### src/rtl/frame_update_sched.sv
// rtl/frame_update_sched.sv - once-per-N-frames round-robin update scheduler with 4-phase req/ack handshakes.
// Optional build macro FRAME_UPDATE_SCHED_TIMEOUT_EN enables the per-requester REQ timeout.
module frame_update_sched #(
  parameter int TIMEOUT   = 255,
  parameter int FRAME_DIV = 1
) (
  input  logic        vgaclk,
  input  logic        clr,
  input  logic        vsync,
  input  logic        en,
  input  logic [3:0]  req_mask,
  input  logic [3:0]  ack,
  input  logic        err_clr,
  output logic [3:0]  req,
  output logic        busy,
  output logic        done,
  output logic [15:0] frame_cnt,
  output logic        overrun,
  output logic [3:0]  timeout_err
);

  typedef enum logic [2:0] {S_IDLE, S_SEL, S_REQ, S_REL, S_DONE} state_t;

  localparam logic [3:0] DIV_LAST = 4'(FRAME_DIV - 1);

  state_t      state_q;
  logic [1:0]  idx_q;
  logic [3:0]  req_q;
  logic        busy_q;
  logic        done_q;
  logic        vs_q;
  logic [3:0]  div_q, div_d;
  logic [15:0] frame_cnt_q, frame_cnt_d;
  logic        overrun_q, overrun_d;
  logic        frame_start;
  logic        round_start;
  logic [3:0]  idx_onehot;

  assign frame_start = ~vsync & vs_q;
  assign round_start = frame_start & en & (state_q == S_IDLE) & (div_q == 4'd0);
  assign idx_onehot  = 4'b0001 << idx_q;

  always_comb begin
    frame_cnt_d = frame_cnt_q;
    div_d       = div_q;
    if (frame_start) begin
      frame_cnt_d = frame_cnt_q + 16'd1;
      div_d       = (div_q == DIV_LAST) ? 4'd0 : div_q + 4'd1;
    end
    // A set in the same cycle as err_clr takes precedence.
    overrun_d = (err_clr ? 1'b0 : overrun_q) | (frame_start & (state_q != S_IDLE));
  end

  always_ff @(posedge vgaclk or posedge clr) begin
    if (clr) begin
      vs_q        <= 1'b1;
      div_q       <= 4'd0;
      frame_cnt_q <= 16'd0;
      overrun_q   <= 1'b0;
    end else begin
      vs_q        <= vsync;
      div_q       <= div_d;
      frame_cnt_q <= frame_cnt_d;
      overrun_q   <= overrun_d;
    end
  end

`ifdef FRAME_UPDATE_SCHED_TIMEOUT_EN
  localparam logic [7:0] TO_LAST = 8'(TIMEOUT - 1);

  logic [7:0] tcnt_q;
  logic       to_hit;
  logic [3:0] timeout_err_q, timeout_err_d;

  assign to_hit = (state_q == S_REQ) & ~ack[idx_q] & (tcnt_q == TO_LAST);

  always_comb begin
    timeout_err_d = (err_clr ? 4'b0000 : timeout_err_q) | (to_hit ? idx_onehot : 4'b0000);
  end

  always_ff @(posedge vgaclk or posedge clr) begin
    if (clr) begin
      tcnt_q        <= 8'd0;
      timeout_err_q <= 4'b0000;
    end else begin
      timeout_err_q <= timeout_err_d;
      if (state_q != S_REQ) begin
        tcnt_q <= 8'd0;
      end else if (!ack[idx_q] && !to_hit) begin
        tcnt_q <= tcnt_q + 8'd1;
      end
    end
  end

  assign timeout_err = timeout_err_q;
`else
  logic unused_timeout;

  assign unused_timeout = |8'(TIMEOUT);
  assign timeout_err    = 4'b0000;
`endif

  always_ff @(posedge vgaclk or posedge clr) begin
    if (clr) begin
      state_q <= S_IDLE;
      idx_q   <= 2'd0;
      req_q   <= 4'b0000;
      busy_q  <= 1'b0;
      done_q  <= 1'b0;
    end else begin
      done_q <= 1'b0;
      case (state_q)
        S_IDLE: begin
          if (round_start) begin
            state_q <= S_SEL;
            idx_q   <= 2'd0;
            busy_q  <= 1'b1;
          end
        end
        S_SEL: begin
          if (req_mask[idx_q]) begin
            state_q <= S_REQ;
            req_q   <= idx_onehot;
          end else if (idx_q == 2'd3) begin
            state_q <= S_DONE;
            done_q  <= 1'b1;
          end else begin
            idx_q <= idx_q + 2'd1;
          end
        end
        S_REQ: begin
          if (ack[idx_q]) begin
            req_q   <= 4'b0000;
            state_q <= S_REL;
          end
`ifdef FRAME_UPDATE_SCHED_TIMEOUT_EN
          // Abandon a silent requester and move on without waiting for release.
          else if (to_hit) begin
            req_q <= 4'b0000;
            if (idx_q == 2'd3) begin
              state_q <= S_DONE;
              done_q  <= 1'b1;
            end else begin
              idx_q   <= idx_q + 2'd1;
              state_q <= S_SEL;
            end
          end
`endif
        end
        S_REL: begin
          if (!ack[idx_q]) begin
            if (idx_q == 2'd3) begin
              state_q <= S_DONE;
              done_q  <= 1'b1;
            end else begin
              idx_q   <= idx_q + 2'd1;
              state_q <= S_SEL;
            end
          end
        end
        S_DONE: begin
          state_q <= S_IDLE;
          idx_q   <= 2'd0;
          busy_q  <= 1'b0;
        end
        default: begin
          state_q <= S_IDLE;
          req_q   <= 4'b0000;
          busy_q  <= 1'b0;
        end
      endcase
    end
  end

  assign req       = req_q;
  assign busy      = busy_q;
  assign done      = done_q;
  assign frame_cnt = frame_cnt_q;
  assign overrun   = overrun_q;

endmodule

### config.mk
export PLATFORM = sky130hd
export DESIGN_NAME = frame_update_sched
export DESIGN_NICKNAME = d
export VERILOG_FILES = /design/src/rtl/frame_update_sched.sv
export SDC_FILE = /design/constraint.sdc
export NUM_CORES = 1
export LEC_CHECK = 0
export BUFFER_PORTS_ARGS = -buffer_cell sky130_fd_sc_hd__buf_4
export CORE_MARGIN = 5
export CORE_UTILIZATION = 45
export CTS_CLUSTER_DIAMETER = 60
export DETAILED_ROUTE_END_ITERATION = 12
export PLACE_DENSITY = 0.69
export SLEW_MARGIN = 20
export SYNTH_ARGS = -nofsm -noshare
export SYNTH_HDL_FRONTEND = slang
export SYNTH_SLANG_ARGS = --single-unit
### constraint.sdc
create_clock -name vgaclk -period 5.84 [get_ports vgaclk]
set_input_delay 1.168 -clock vgaclk [delete_from_list [all_inputs] [get_ports vgaclk]]
set_output_delay 1.168 -clock vgaclk [all_outputs]
set_load 0.01 [all_outputs]
# Yosys cells after proc, flatten, opt, wreduce, memory -nomap -nowiden
# Index checks and enable logic that the tools add are counted.
# word_totals
inputBits	13
regBits	33
# op_classes
mux	27
n_bitwise	9
n_shift	1
n_reduce_logical	10
addsub	3
n_eq_ne	11
n_lt_le_gt_ge	1
# op_table
op	count
$mux W3	6
$add A16 B1 Y16 const B	1
$mux W4	3
$pmux W3 S4	1
$pmux W4 S3	1
$ne A2 B2 Y1 const B	5
$mux W2	4
$pmux W2 S4	1
$reduce_and A4 Y1	2
$mux W1	7
$eq A3 B2 Y1 const B	2
$reduce_or A3 Y1	2
$and A1 B1 Y1	5
$add A4 B1 Y4 const B	1
$bmux W1 S2	2
$logic_not A4 Y1	1
$pmux W1 S2	2
$reduce_bool A4 Y1	1
$shl A1 B2 Y4 const A	1
$eq A3 B1 Y1 const B	1
$eq A3 B3 Y1 const B	1
$logic_not A3 Y1	1
$lt A2 B3 Y1 const B	1
$ne A3 B3 Y1 const B	1
7 further kinds	9

# Logic depth before layout (Yosys ltp)
# depth
word_depth	7
mapped_depth	6
ltp_nobuf	6

# Worst setup path after synthesis
# OpenSTA, ideal clock, no wires.
# synth_path
kind	input -> register
startpoint	input port req_mask[3]
endpoint	register idx_q[1]
setup_slack_ps	3210
t_arrival_ps	2561
stages	4
t_required_ps	5771
setup_ps	69
path_cell_list	mux4_2 a211o_1 or4_1 nand3_1
# synth_via
elab_chain_len	4
# synth_rtl
element	line	source
from (decl)	11	input logic [3:0] req_mask,
$bmux W1 S2	121	if (req_mask[idx_q]) begin
$mux W1 (implied by the code)	121	
$ne A2 B2 Y1 (no line)	--	
$reduce_and A4 Y1 (no line)	--	
to (signal assigned)	128	idx_q <= idx_q + 2'd1;
to (signal assigned)	156	idx_q <= idx_q + 2'd1;
to (decl)	27	logic [1:0] idx_q;
# Every way passes these cells. The select of a mux whose other input is x is not followed.
# A chain may end at the register's enable or synchronous reset.

# Final worst setup path
# Ends and elaborated chain as after synthesis.

==> impl_summary.log <==
INFO  metric run_status = completed
INFO  metric max_slew_headroom = 51.7%
INFO  metric async_flop_share = 100%
INFO  metric post_cts_resize_count = 0
INFO  metric area_growth_syn_to_layout = 23.8%
INFO  metric initial_utilization = 45.4%
INFO  metric fmax = 396 MHz
INFO  metric period_needed = 2.52 ns
INFO  metric vias = 1228
INFO  metric yosys_most_used_dff = dfrtp_1
INFO  metric tritoncts = built
INFO  metric clock_sink_count = 33
INFO  metric clock_tree.root_cell = clkbuf_8
INFO  metric hpwlAfterDp = 2.40 mm
INFO  metric cell_area_after_technology_mapping = 0.00164 sq mm
INFO  metric portBuffers = 35
INFO  metric io_pins = 40
INFO  metric grt_remaining_overflow = 0
INFO  metric synthesis.instances = 158
INFO  metric clk_transition_reported_paths = 0.06 ns
INFO  metric start_kind = input port
INFO  metric regToRegStartpoint = idx_q[0]
INFO  metric portion_of_the_post_synthesis_area_used_by_sequential_elements = 50.5%
INFO  metric power.density_cell_area = 412 mW/mm^2
INFO  metric tightest_slew = 0.719 ns
INFO  metric synth-edff-count = 0
INFO  metric pin_count_of_the_biggest_net_entering_global_routing = 34
INFO  metric average_wire_per_cell_in_the_routed_design = 12.9 um
INFO  metric rsz_0062_raised_after_global_routing = false
INFO  metric antennaDiodeCount = 0
INFO  metric timing.setup.tns = 0 ns
INFO  metric irDropWorstVdd = 0.169 mV
INFO  metric post_cts_hold_buffer_count = 0
INFO  metric cts_inserted_buffers = 5
INFO  metric rr_worst_depth = 4
INFO  metric grt_pass1_vias = 1185
INFO  metric period_share = 43.2%
INFO  metric critical_path.reg2reg.endpoint = idx_q[1]
INFO  metric fp.dieArea = 0.00495 sq mm
INFO  metric hold_path.startpoint = frame_cnt[15]
INFO  metric skew = 0.00383 ns
INFO  metric report.final.hold_viol_count = 0
INFO  metric antenna_violating_nets_post_route = 0
INFO  metric floorplan_die_width = 70.3 um
INFO  metric synthesis.yosys.warnings = 0
INFO  metric layout.cells.non_filler = 246
INFO  metric crit_path_end_kind = flop
INFO  metric first_pass_grt_wire_length = 5.34 mm
INFO  metric regToRegSetupSlack = 3.74 ns
INFO  metric critical_path_class = input port to flop
INFO  metric clock_tree.buffer_depth = 2
INFO  metric synth.distinct_cells = 33
INFO  metric finalSetupViolations = 0
INFO  metric cp_data_required_time = 6.05 ns
INFO  metric h-tree-depth = 2
INFO  metric maximum_fanout_encountered_on_the_critical_timing_path = 5
INFO  metric drcViolationCount = 0
INFO  metric antenna_found_initial = 0
INFO  metric maxCapViolCount = 0
INFO  metric design.core.area = 0.00361 sq mm
INFO  metric detail_route.wirelength = 3.18 mm
INFO  metric min_path_cells = 1
INFO  metric placed_cells_incl_taps = 239
INFO  metric nNetsFinal = 218
INFO  metric std_cell_rows = 22
INFO  metric drt_iter0_drc = 24
INFO  metric static-leakage-power = 0.000996 uW
INFO  metric globalRouteTotalUtil = 13.8%
INFO  metric post_cts_repair_timing_setup_buffer_count = 0
INFO  metric min-delay-path-class = flop to flop
INFO  metric avgSynthCellArea = 10.4 sq um
INFO  metric flip_flop_and_latch_count_after_synthesis = 33
INFO  metric worstPathArrival = 2.74 ns
INFO  metric drive_gt1_share = 23.7%
INFO  metric floorplan.die.height = 70.3 um
INFO  metric worst_skew_pair.late_latency = 0.28 ns
INFO  metric worstHoldEndpoint = frame_cnt[15]
INFO  metric timing_max_transition_violations_final = 0
INFO  metric avgViaCountPerCell = 4.99
INFO  metric final_util = 56.2%
INFO  metric drt_pre_antenna_iters = 3
INFO  metric finalWeightedCongestion = 0.813
==> power breakdown <==
group / internal (uW) / leakage, uW / switching [uW]
clock network: 93.4 / 0.0000443 / 76.9
registers: 291 / 0.000434 / 76.9
logic: 149 / 0.000518 / 149
==> final cells by class <==
cell class	count	area, sq um
clock buffer	7	86.3
fill	326	1580
inverter	13	48.8
multi-input combinational	109	736
sequential	33	827
tap	48	60.1
timing repair buffer	36	270
==> worst max-delay path by stage <==
| stage | from | endpoint | slack, ns |
|---|---|---|---|
| after floorplan | req_mask[3] | idx_q[1] | 3.21 |
| after global placement | req_mask[3] | idx_q[1] | 3.07 |
| after detailed placement | req_mask[3] | idx_q[1] | 3.03 |
| after CTS | req_mask[3] | idx_q[1] | 3.32 |
| after global routing | req_mask[3] | idx_q[1] | 3.28 |
| final | req_mask[3] | idx_q[1] | 3.32 |
==> through the flow <==
step	instance area (sq um)	power, uW	hold slack, ns	setup WS [ns]
floorplan	1650	561	0.468	3.21
global placement	1940	658	0.462	3.07
detailed placement	1940	675	0.475	3.03
CTS	2030	848	0.486	3.32
global route	2030	904	0.512	3.28
finish	2030	836	0.477	3.32
==> state kept, by name, summed over array words and instances (netlist names) <==
name,count
frame_cnt,16
state_q,3
req,4
busy,1
overrun,1
div_q,4
vs_q,1
idx_q,2
done,1
==> routing by layer <==
layer	global-route usage, %	vias to the layer above	wire length [um]
met2	22.9	18	1600
li1	-	607	-
met4	5.11	0	65
met1	16.0	596	1380
met3	5.61	7	131
met5	0	-	0
==> worst max-delay path, cell delays in order <==
cell and delay (ns):
buf_4 0.10, mux4_2 0.49, a211o_1 0.37, or4_1 0.51, nand3_1 0.09
==> cells by family after synthesis <==
| logic type | after synthesis | share of synthesized area [%] |
|---|---|---|
| AOI/OAI and AO/OA | 16 | 5.73 |
| xor gates and xnor gates | 16 | 8.56 |
| adders and majority gates | 7 | 5.35 |
| buffers and inverters | 19 | 5.27 |
| DFF | 33 | 50.5 |
| muxes | 7 | 6.11 |
| other | 1 | 0.229 |
| and+or+nand+nor | 59 | 18.3 |
==> cells in the mapped netlist, drive strengths merged (2+ instances only) <==
cell type	number	area share, %
a21oi	4	1.2
and3	3	1.1
and4	3	1.6
buf	4	1.8
clkbuf	2	0.46
dfrtp	32	49
ha	7	5.3
inv	13	3.0
mux2i	4	2.4
mux4	2	3.0
nand2	17	3.9
nand2b	2	0.76
nand3	12	3.7
nand4	5	1.9
nor2	8	1.8
nor2b	2	0.76
nor3	2	0.61
o21ai	8	2.4
xnor2	14	7.5
xor2	2	1.1
==> cells in the final DEF (no fill, tap or decap), types with 2 or more instances in the layout <==
cell,netlist,final
and4_1,3,3
dfrtp_1,32,32
nand3_1,12,12
conb_1,1,4
inv_1,13,13
buf_4,4,36
clkbuf_8,0,6
and3_1,3,3
nand4_1,5,5
xnor2_1,14,14
nand2_1,17,17
xor2_1,2,2
ha_1,7,7
nand2b_1,2,2
o21ai_0,8,8
a21oi_1,4,4
nor2_1,8,8
nor3_1,2,2
mux2i_1,4,4
nor2b_1,2,2
(Power assumes the default switching activity.)
